## src/rtl/writeback_multi.sv

```systemverilog
// Multi-lane writeback stage: registers an N-lane retire bundle, resolves link/r0/WAW per lane,
// commits each bundle exactly once and counts retired instructions.
module writeback_multi #(
  parameter int         LANES       = 2,
  parameter int         DATA_W      = 32,
  parameter logic [4:0] LINK_REG    = 5'd31,
  parameter int         LINK_OFFSET = 8,
  parameter int         CNT_W       = 32
) (
  input  logic                    clk,
  input  logic                    rst,
  input  logic                    stall,
  input  logic                    flush,
  input  logic [LANES-1:0]        lane_valid,
  input  logic [LANES*DATA_W-1:0] result,
  input  logic [LANES*DATA_W-1:0] pc_address,
  input  logic [LANES*5-1:0]      reg_dest,
  input  logic [LANES-1:0]        write_en,
  input  logic [LANES-1:0]        branch_link,
  input  logic [LANES-1:0]        link_rd_sel,
  output logic [LANES-1:0]        reg_write_en,
  output logic [LANES*5-1:0]      reg_write_dest,
  output logic [LANES*DATA_W-1:0] reg_write_data,
  output logic [CNT_W-1:0]        retired_count
);

  logic                    valid_q, valid_d;
  logic                    fresh_q, fresh_d;
  logic [LANES-1:0]        lane_valid_q, lane_valid_d;
  logic [LANES*DATA_W-1:0] result_q, result_d;
  logic [LANES*DATA_W-1:0] pc_q, pc_d;
  logic [LANES*5-1:0]      reg_dest_q, reg_dest_d;
  logic [LANES-1:0]        write_en_q, write_en_d;
  logic [LANES-1:0]        branch_link_q, branch_link_d;
  logic [LANES-1:0]        link_rd_sel_q, link_rd_sel_d;
  logic [CNT_W-1:0]        count_q, count_d;

  logic [4:0]        dest_r [LANES];
  logic [DATA_W-1:0] data_r [LANES];
  logic [LANES-1:0]  req;
  logic [LANES-1:0]  shadowed;
  logic [CNT_W-1:0]  popcnt;

  // fresh_q is only set by a real capture, so a stalled bundle commits once
  always_comb begin
    valid_d       = valid_q;
    fresh_d       = 1'b0;
    lane_valid_d  = lane_valid_q;
    result_d      = result_q;
    pc_d          = pc_q;
    reg_dest_d    = reg_dest_q;
    write_en_d    = write_en_q;
    branch_link_d = branch_link_q;
    link_rd_sel_d = link_rd_sel_q;
    if (flush) begin
      valid_d = 1'b0;
    end else if (!stall) begin
      valid_d       = |lane_valid;
      fresh_d       = |lane_valid;
      lane_valid_d  = lane_valid;
      result_d      = result;
      pc_d          = pc_address;
      reg_dest_d    = reg_dest;
      write_en_d    = write_en;
      branch_link_d = branch_link;
      link_rd_sel_d = link_rd_sel;
    end
  end

  always_comb begin
    popcnt = '0;
    for (int i = 0; i < LANES; i++) begin
      popcnt = popcnt + {{(CNT_W-1){1'b0}}, lane_valid_q[i]};
    end
    count_d = fresh_q ? count_q + popcnt : count_q;
  end

  always_comb begin
    for (int i = 0; i < LANES; i++) begin
      if (branch_link_q[i]) begin
        dest_r[i] = link_rd_sel_q[i] ? reg_dest_q[i*5 +: 5] : LINK_REG;
        data_r[i] = pc_q[i*DATA_W +: DATA_W] + DATA_W'(LINK_OFFSET);
      end else begin
        dest_r[i] = reg_dest_q[i*5 +: 5];
        data_r[i] = result_q[i*DATA_W +: DATA_W];
      end
      req[i] = lane_valid_q[i] & (write_en_q[i] | branch_link_q[i]) & (dest_r[i] != 5'd0);
    end
  end

  // A younger lane writing the same register makes the older write redundant
  always_comb begin
    shadowed       = '0;
    reg_write_en   = '0;
    reg_write_dest = '0;
    reg_write_data = '0;
    for (int i = 0; i < LANES; i++) begin
      for (int j = i + 1; j < LANES; j++) begin
        if (req[j] && (dest_r[j] == dest_r[i])) begin
          shadowed[i] = 1'b1;
        end
      end
      reg_write_en[i] = fresh_q & req[i] & ~shadowed[i];
      if (valid_q) begin
        reg_write_dest[i*5 +: 5]           = dest_r[i];
        reg_write_data[i*DATA_W +: DATA_W] = data_r[i];
      end
    end
  end

  always_ff @(posedge clk or negedge rst) begin
    if (!rst) begin
      valid_q       <= 1'b0;
      fresh_q       <= 1'b0;
      lane_valid_q  <= '0;
      result_q      <= '0;
      pc_q          <= '0;
      reg_dest_q    <= '0;
      write_en_q    <= '0;
      branch_link_q <= '0;
      link_rd_sel_q <= '0;
      count_q       <= '0;
    end else begin
      valid_q       <= valid_d;
      fresh_q       <= fresh_d;
      lane_valid_q  <= lane_valid_d;
      result_q      <= result_d;
      pc_q          <= pc_d;
      reg_dest_q    <= reg_dest_d;
      write_en_q    <= write_en_d;
      branch_link_q <= branch_link_d;
      link_rd_sel_q <= link_rd_sel_d;
      count_q       <= count_d;
    end
  end

  assign retired_count = count_q;

endmodule

```

## config.mk

```make
export PLATFORM = sky130hd
export DESIGN_NAME = writeback_multi
export DESIGN_NICKNAME = d
export VERILOG_FILES = /design/src/rtl/writeback_multi.sv
export SDC_FILE = /design/constraint.sdc
export NUM_CORES = 1
export LEC_CHECK = 0
export CAP_MARGIN = 25
export CELL_PAD_IN_SITES_DETAIL_PLACEMENT = 1
export CELL_PAD_IN_SITES_GLOBAL_PLACEMENT = 2
export CORE_ASPECT_RATIO = 1.2
export CORE_MARGIN = 2
export CORE_UTILIZATION = 30
export DETAILED_ROUTE_END_ITERATION = 12
export PLACE_DENSITY_LB_ADDON = 0.1
export SLEW_MARGIN = 20
export SYNTH_ARGS = -nofsm -noshare
export SYNTH_HDL_FRONTEND = slang
export SYNTH_SLANG_ARGS = --single-unit
```

## constraint.sdc

```tcl
create_clock -name clk -period 3 [get_ports clk]
set_input_delay 0.9 -clock clk [delete_from_list [all_inputs] [get_ports clk]]
set_output_delay 0.9 -clock clk [all_outputs]
set_load 0.02 [all_outputs]
```

==> results.sh, run 1 <==
export IMPL_postCtsHoldBufs=0
export IMPL_ys_types=51
export IMPL_gp_congestion=0.7832
export IMPL_arrival_ns=2.45
export IMPL_drv_cap=0
export IMPL_synth_cells=860
export IMPL_r2r_start="retired_count[0]"
export IMPL_final_common_cell="clkdlybuf4s50_1"
export IMPL_maxSlewViolCount=0
export IMPL_avgSynthCellArea_um2=10.73
export IMPL_drive_gt1_share_pct=37.63
export IMPL_core_um2=30390
export IMPL_powerDensity_nw_per_um2=512.0
export IMPL_nNetsFinal=1398
export IMPL_clk_pin_slew_worst_paths_ns=0.07
export IMPL_slew_headroom_pct=62.75
export IMPL_cts_sinks=180
export IMPL_postRouteWirelength_um=32530
export IMPL_leakage_nw=6.077
export IMPL_tightest_slew_ns=0.5567
export IMPL_end_kind="output port"
export IMPL_die_w_um=164.1
export IMPL_cts_made_buffers=17
export IMPL_wl_per_cell_um=19.67
export IMPL_dieArea_um2=32190
export IMPL_port_buffers=257
export IMPL_cts_tree="yes"
export IMPL_grt_max_degree=69
export IMPL_syn_area_um2=9229
export IMPL_status="complete, but fails checks"
export IMPL_final_core_util_pct=48.27
export IMPL_setup_viol=34
export IMPL_r2r_end="retired_count[17]"
export IMPL_reg2reg_depth=6
export IMPL_hpwl_um=22800
export IMPL_die_y_um=196.1
export IMPL_grt_first_pass_wirelength_um=49840
export IMPL_period_minus_slack_ns=3.351
export IMPL_cts_root_buffer="clkbuf_16"
export IMPL_violations="setup timing"
export IMPL_syn_to_final_growth_pct=58.96
export IMPL_rsz0062_at_grt="true"
export IMPL_clk_latency_ns=0.44
export IMPL_clock_skew_ns=0.008636
export IMPL_fin_crit_sh_pct=111.7
export IMPL_ys_flop_type="dfrtp_1"
export IMPL_criticalPathCategory="register to output port"
export IMPL_setup_ws_ns=-0.3511
export IMPL_overflow=0
export IMPL_r2r_slack_ns=0.72
export IMPL_max_freq_mhz=298.4
export IMPL_syn_nets=1014
export IMPL_worstHoldPathType="primary input to async pin"
export IMPL_first_global_vias=9074
export IMPL_final_cell_mix="clkdlybuf4s50_1, dfrtp_1, buf_4"
export IMPL_vdd_ir_drop_worst_v=0.0002797
export IMPL_clk_path_buf_depth=2
export IMPL_dr_pass1_iters=4
export IMPL_worstPathMaxFanout=8
export IMPL_via_count=8284
export IMPL_synth_edff_count=0
export IMPL_antenna_found_initial=3
export IMPL_async_flop_share_pct=100.0
export IMPL_via_per_inst=5.008
export IMPL_drtAntennaViolNets=0
export IMPL_hold_viol=0
export IMPL_drc_errors=0
export IMPL_grtUsageTotal_pct=19.96
export IMPL_ys_warn_count=0
export IMPL_synth_seq_cells=180
export IMPL_ios=258
export IMPL_rows=70
export IMPL_startpoint_type="register"
export IMPL_required_ns=2.10
export IMPL_whs_ns=0.4439
export IMPL_htreeDepth=4
export IMPL_yosysSeqAreaShare_pct=48.81
export IMPL_drt_iter0_drc=294
export IMPL_start_util_pct=30.37
-- final cells by class --
type,count,area [um^2]
Fill cell,3297,15720
Clock inverter,13,148.9
Tap cell,396,495.5
Multi-Input combinational cell,605,5035
Inverter,23,86.33
Sequential cell,180,4513
Clock buffer,19,452.9
Antenna cell,1,2.502
Timing Repair Buffer,417,3936
-- state kept, by name, indices dropped and copies added (netlist names) --
name	cells
pc_q	64
fresh_q	1
branch_link_q	2
retired_count	32
write_en_q	2
lane_valid_q	2
link_rd_sel_q	2
valid_q	1
result_q	64
reg_dest_q	10
-- stage by stage --
step / cells / setup WS, ns / TNS, ns / total power [mW] / cell area, um^2
after floorplan: 860 / 0.03287 / 0 / 3.940 / 9254
after global placement: 1587 / -0.4380 / -9.352 / 4.985 / 13190
after detailed placement: 1587 / -0.4791 / -10.04 / 5.029 / 13190
after CTS: 1646 / -0.3313 / -7.163 / 7.487 / 14250
after global routing: 1653 / -0.4439 / -9.799 / 7.926 / 14670
final: 1654 / -0.3511 / -6.512 / 7.511 / 14670
-- worst max-delay path by stage --
stage | slack, ns | end | start
after floorplan | 0.03 | reg_write_data[61] | pc_q[35]
after global placement | -0.44 | reg_write_data[20] | pc_q[5]
after detailed placement | -0.48 | reg_write_data[21] | pc_q[7]
after CTS | -0.33 | reg_write_data[21] | pc_q[9]
after global routing | -0.44 | reg_write_data[21] | pc_q[12]
final | -0.35 | reg_write_data[21] | pc_q[12]
-- synth_stat cells (10+ instances only) --
master | n | share of area [%]
a21oi_1 | 19 | 1.0
a31oi_1 | 25 | 1.7
and3_1 | 12 | 0.81
clkbuf_1 | 46 | 1.9
dfrtp_1 | 180 | 49
inv_1 | 23 | 0.94
mux2_2 | 134 | 16
mux2i_1 | 10 | 1.1
nand2_1 | 48 | 2.0
nand3_1 | 26 | 1.4
nand4_1 | 24 | 1.6
nor2_1 | 47 | 1.9
nor3_1 | 13 | 0.70
nor4_1 | 11 | 0.75
o21ai_0 | 63 | 3.4
o31ai_1 | 20 | 1.6
or3_1 | 10 | 0.68
or4_1 | 27 | 2.2
xnor2_1 | 34 | 3.2
xor2_1 | 21 | 2.0
-- worst max-delay path, cell delays in order, from the launching register on --
cell and delay, ns:
dfrtp_1 0.37, nand3_2 0.16, or4_4 0.63, or4_1 0.42
a31oi_1 0.22, buf_2 0.20
-- power breakdown --
group	internal, mW	total [mW]	leakage (nW)	switching, mW
sequential	2.75	2.99	2.18	0.241
clock	1.29	2.32	0.286	1.03
combinational	1.15	2.20	3.61	1.05
-- logic make-up after synthesis --
group | after synthesis | synth area share, %
buffers and inverters | 75 | 3.078
multiplexers | 144 | 17.43
adder cells (fa/ha/maj) | 4 | 0.6237
flip-flops | 180 | 48.81
XOR/XNOR | 55 | 5.220
AND/OR/NAND/NOR | 250 | 14.85
AO/OA/AOI/OAI | 152 | 9.992
-- routing by layer --
| layer | share of wire, % | global-route usage [%] | up-vias |
|---|---|---|---|
| li1 | - | - | 3932 |
| met4 | 1.3 | 5.393 | 2 |
| met5 | 0.040 | 0 | - |
| met1 | 41 | 23.60 | 4146 |
| met2 | 52 | 35.61 | 180 |
| met3 | 5.5 | 5.011 | 24 |
-- what timing repair did --
item / in CTS / in global routing
resized for setup: 345 / 94
setup buffers: 27 / 15
setup endpoints to repair: 67 / 59
cloned: 0 / 2
pin swaps: 46 / 42
Power figures use the tool's default switching activity.
==> run 2: changes to the inputs <==
- GPL_TIMING_DRIVEN: unset -> 0
==> results.sh, run 2 (synthesis results as in run 1) <==
export IMPL_setup_ws_ns=-0.4047
export IMPL_cp_top_family="simple AND/OR/NAND/NOR gates"
export IMPL_slew_headroom_pct=49.89
export IMPL_grt_first_pass_wirelength_um=51490
export IMPL_grtUsageTotal_pct=21.11
export IMPL_setup_viol=33
export IMPL_arrival_ns=2.50
export IMPL_postCtsHoldBufs=0
export IMPL_drc_errors=0
export IMPL_tightest_slew_ns=0.7517
export IMPL_via_per_inst=5.107
export IMPL_dr_pass1_iters=4
export IMPL_leakage_nw=5.815
export IMPL_powerDensity_nw_per_um2=502.8
export IMPL_core_um2=30390
export IMPL_cts_tree="yes"
export IMPL_slowest_delay_ns=0.55
export IMPL_maxSlewViolCount=0
export IMPL_violations="setup timing"
export IMPL_dieArea_um2=32190
export IMPL_hold_viol=0
export IMPL_postRouteWirelength_um=34590
export IMPL_worstHoldPathType="primary input to async pin"
export IMPL_first_global_vias=8848
export IMPL_clk_latency_ns=0.44
export IMPL_dp_slack_ns=-0.9746
export IMPL_max_freq_mhz=293.7
export IMPL_cts_root_buffer="clkbuf_16"
export IMPL_nNetsFinal=1365
export IMPL_hpwl_um=24330
export IMPL_gp_congestion=0.7924
export IMPL_final_common_cell="clkdlybuf4s50_1"
export IMPL_fin_crit_sh_pct=113.5
export IMPL_criticalPathCategory="register to output port"
export IMPL_path_cells="nand4_1 -> or3_4 -> or4_4 -> a31oi_4 -> buf_6"
export IMPL_drtAntennaViolNets=0
export IMPL_clk_path_buf_depth=2
export IMPL_period_minus_slack_ns=3.405
export IMPL_end_kind="output port"
export IMPL_power_mw=7.268
export IMPL_stdcell_area_um2=14460
export IMPL_drv_cap=0
export IMPL_htreeDepth=4
export IMPL_num_fill_cells=3256
export IMPL_worstPathMaxFanout=5
export IMPL_drive_gt1_share_pct=37.86
export IMPL_clock_skew_ns=0.008803
export IMPL_drt_iter0_drc=251
export IMPL_crit_slowest_cell="or4_4"
export IMPL_port_buffers=257
export IMPL_path_buf_inv=1
export IMPL_rows=70
export IMPL_final_core_util_pct=47.56
export IMPL_via_count=8294
export IMPL_die_y_um=196.1
export IMPL_required_ns=2.10
export IMPL_rsz0062_at_grt="true"
export IMPL_cts_sinks=180
export IMPL_antenna_found_initial=6
export IMPL_place_area_um2=12390
export IMPL_startpoint_type="register"
export IMPL_clk_pin_slew_worst_paths_ns=0.07
export IMPL_wl_per_cell_um=21.30
export IMPL_grt_max_degree=69
export IMPL_status="complete, but fails checks"
export IMPL_whs_ns=0.3660
export IMPL_final_cell_mix="clkdlybuf4s50_1, dfrtp_1, mux2_2"
export IMPL_ios=258
export IMPL_cts_made_buffers=17
export IMPL_syn_to_final_growth_pct=56.63
export IMPL_die_w_um=164.1
export IMPL_vdd_ir_drop_worst_v=0.0002981
export IMPL_overflow=0
export IMPL_start_util_pct=30.37
-- run 2: timing repair --
action / CTS / global route
pin swaps: 50 / 48
setup buffers: 55 / 23
resized for setup: 451 / 130
cloned: 1 / 3
endpoints found under the setup margin: 76 / 104
-- run 2: where the power goes --
part / internal, mW / leakage, nW / switching, mW / total [mW]
Clock: 1.14 / 0.249 / 1.02 / 2.16
Combinational: 1.02 / 3.40 / 1.01 / 2.04
Sequential: 2.76 / 2.16 / 0.311 / 3.07
-- run 2: stage by stage --
stage	setup TNS, ns	cells
5_1_grt	-10.15	1622
2_1_floorplan	0	860
4_1_cts	-8.627	1599
3_3_place_gp	-1378.60	1513
3_5_place_dp	-58.71	1515
6_report	-7.345	1624
-- run 2: final timing paths --
path	from	endpoint	slack, ns	cells past startpoint
setup / recovery	pc_q[9]	reg_write_data[30]	-0.40	5
hold / removal	rst	pc_q[38]	0.37	1
setup reg to reg	retired_count[0]	retired_count[28]	0.50	8
hold reg to reg	retired_count[31]	retired_count[31]	0.48	1
max in group asynchronous	rst	pc_q[3]	1.57	3
min in group clk	retired_count[31]	retired_count[31]	0.48	1
-- run 2: layout make-up --
type | count | area (um^2) | area share, %
Buffer | 45 | 284.0 | 1.965
Tap cell | 396 | 495.5 | 3.428
Inverter | 23 | 86.33 | 0.5972
Clock inverter | 11 | 107.6 | 0.7444
Timing Repair Buffer | 336 | 3203 | 22.16
Antenna cell | 5 | 12.51 | 0.08656
Multi-Input combinational cell | 608 | 5298 | 36.65
Sequential cell | 180 | 4532 | 31.35
Clock buffer | 20 | 436.7 | 3.021
-- run 2: layer usage --
| metal | track usage, % | wire length (um) | vias up | share of wire [%] |
|---|---|---|---|---|
| li1 | - | - | 3870 | - |
| met4 | 6.173 | 779 | 4 | 2.3 |
| met3 | 4.778 | 1684 | 45 | 4.9 |
| met2 | 37.36 | 17760 | 211 | 51 |
| met1 | 25.37 | 14350 | 4164 | 41 |
| met5 | 0 | 23 | - | 0.066 |
==> run 3: changes to the inputs <==
- SKIP_LAST_GASP: unset -> 1
==> results.sh, run 3 (synthesis results as in run 1) <==
export IMPL_status="complete, but fails checks"
export IMPL_drt_iter0_drc=239
export IMPL_grtUsageTotal_pct=21.07
export IMPL_end_kind="output port"
export IMPL_cp_startpoint="pc_q[5]"
export IMPL_cts_made_buffers=17
export IMPL_drive_gt1_share_pct=37.47
export IMPL_overflow=0
export IMPL_startpoint_type="register"
export IMPL_dieArea_um2=32190
export IMPL_die_w_um=164.1
export IMPL_clk_pin_slew_worst_paths_ns=0.07
export IMPL_maxSlewViolCount=0
export IMPL_postCtsHoldBufs=0
export IMPL_whs_ns=0.3671
export IMPL_antenna_found_initial=6
export IMPL_violations="setup timing"
export IMPL_gp_congestion=0.7924
export IMPL_tightest_slew_ns=0.8374
export IMPL_setup_ws_ns=-0.3411
export IMPL_postRouteWirelength_um=34440
export IMPL_final_core_util_pct=47.36
export IMPL_drv_cap=0
export IMPL_hold_viol=0
export IMPL_nNetsFinal=1367
export IMPL_fin_crit_sh_pct=111.4
export IMPL_setup_viol=35
export IMPL_drtAntennaViolNets=0
export IMPL_clk_latency_ns=0.44
export IMPL_rsz0062_at_grt="true"
export IMPL_slew_headroom_pct=44.18
export IMPL_num_fill_cells=3265
export IMPL_tns_ns=-7.065
export IMPL_die_y_um=196.1
export IMPL_vdd_ir_drop_worst_v=0.0002975
export IMPL_cts_root_buffer="clkbuf_16"
export IMPL_final_cell_mix="clkdlybuf4s50_1, dfrtp_1, mux2_2"
export IMPL_criticalPathCategory="register to output port"
export IMPL_cts_tree="yes"
export IMPL_ios=258
export IMPL_powerDensity_nw_per_um2=505.4
export IMPL_drc_errors=0
export IMPL_rows=70
export IMPL_via_count=8321
export IMPL_crit_slowest_cell="or4_4"
export IMPL_wl_per_cell_um=21.19
export IMPL_syn_to_final_growth_pct=55.97
export IMPL_cts_sinks=180
export IMPL_required_ns=2.10
export IMPL_worstPathMaxFanout=6
export IMPL_slowest_delay_ns=0.58
export IMPL_max_freq_mhz=299.3
export IMPL_start_util_pct=30.37
export IMPL_period_minus_slack_ns=3.341
export IMPL_via_per_inst=5.121
export IMPL_core_um2=30390
export IMPL_port_buffers=257
export IMPL_r2r_start="retired_count[0]"
export IMPL_grt_max_degree=69
export IMPL_path_cells="buf_6 -> nand3_4 -> or4_4 -> or4_4 -> a31oi_4 -> buf_6"
export IMPL_placed_cells=1515
export IMPL_htreeDepth=4
export IMPL_dr_pass1_iters=5
export IMPL_clock_skew_ns=0.008539
export IMPL_final_common_cell="clkdlybuf4s50_1"
export IMPL_hpwl_um=24330
export IMPL_first_global_vias=8856
export IMPL_fin_cells=1625
export IMPL_arrival_ns=2.44
export IMPL_leakage_nw=5.777
export IMPL_worstHoldPathType="primary input to async pin"
export IMPL_clk_path_buf_depth=2
export IMPL_grt_first_pass_wirelength_um=51380
[run 3: critical path: cells and delay by family (launching register included)]
kind | cells | cell delay [ns]
AOI/OAI and AO/OA | 1 | 0.20
buffers and inverters | 2 | 0.25
DFF | 1 | 0.41
and+or+nand+nor | 3 | 1.12
[run 3: worst paths after layout]
path / end / slack, ns / cells after the start
hold reg to reg: retired_count[31] / 0.48 / 1
setup / recovery: reg_write_data[24] / -0.34 / 6
hold / removal: pc_q[39] / 0.37 / 1
min in group clk: retired_count[31] / 0.48 / 1
max in group asynchronous: branch_link_q[1] / 1.55 / 3
setup reg to reg: retired_count[28] / 0.51 / 8
[run 3: power breakdown]
part	switching, mW	internal, mW
Combinational	1.01	1.03
Clock	1.02	1.14
Sequential	0.312	2.76
Total	2.34	4.94
[run 3: final cells by class]
class	count	area (um^2)	share of cell area [%]
diodes	4	10.01	0.06954
plain buffers	45	271.5	1.886
clock buffers	20	436.7	3.034
clock inverters	11	107.6	0.7476
inverters	23	86.33	0.5998
multi-input cells	607	5243	36.42
flip-flops and latches	180	4536	31.51
well taps	396	495.5	3.442
repair buffers	339	3208	22.29
[run 3: per-layer routing]
metal | vias to the layer above | global-route usage [%] | share of wire (%)
met4 | 4 | 6.368 | 2.1
met5 | - | 0 | 0.067
met1 | 4183 | 25.32 | 41
li1 | 3872 | - | -
met3 | 48 | 4.799 | 5.4
met2 | 214 | 37.16 | 51
[run 3: what timing repair did]
item,4_1_cts,5_1_grt
gates resized for setup,433,131
cloned,1,1
pin swaps,47,51
setup endpoints to repair,76,106
setup buffers,55,28
[run 3: through the flow]
stage,total power [mW],worst slack (ns),area (um^2)
2_1_floorplan,3.940,0.03287,9254
3_3_place_gp,4.759,-7.320,12320
3_5_place_dp,4.799,-0.9746,12390
4_1_cts,7.229,-0.4140,13870
5_1_grt,7.649,-0.4238,14390
6_report,7.275,-0.3411,14390
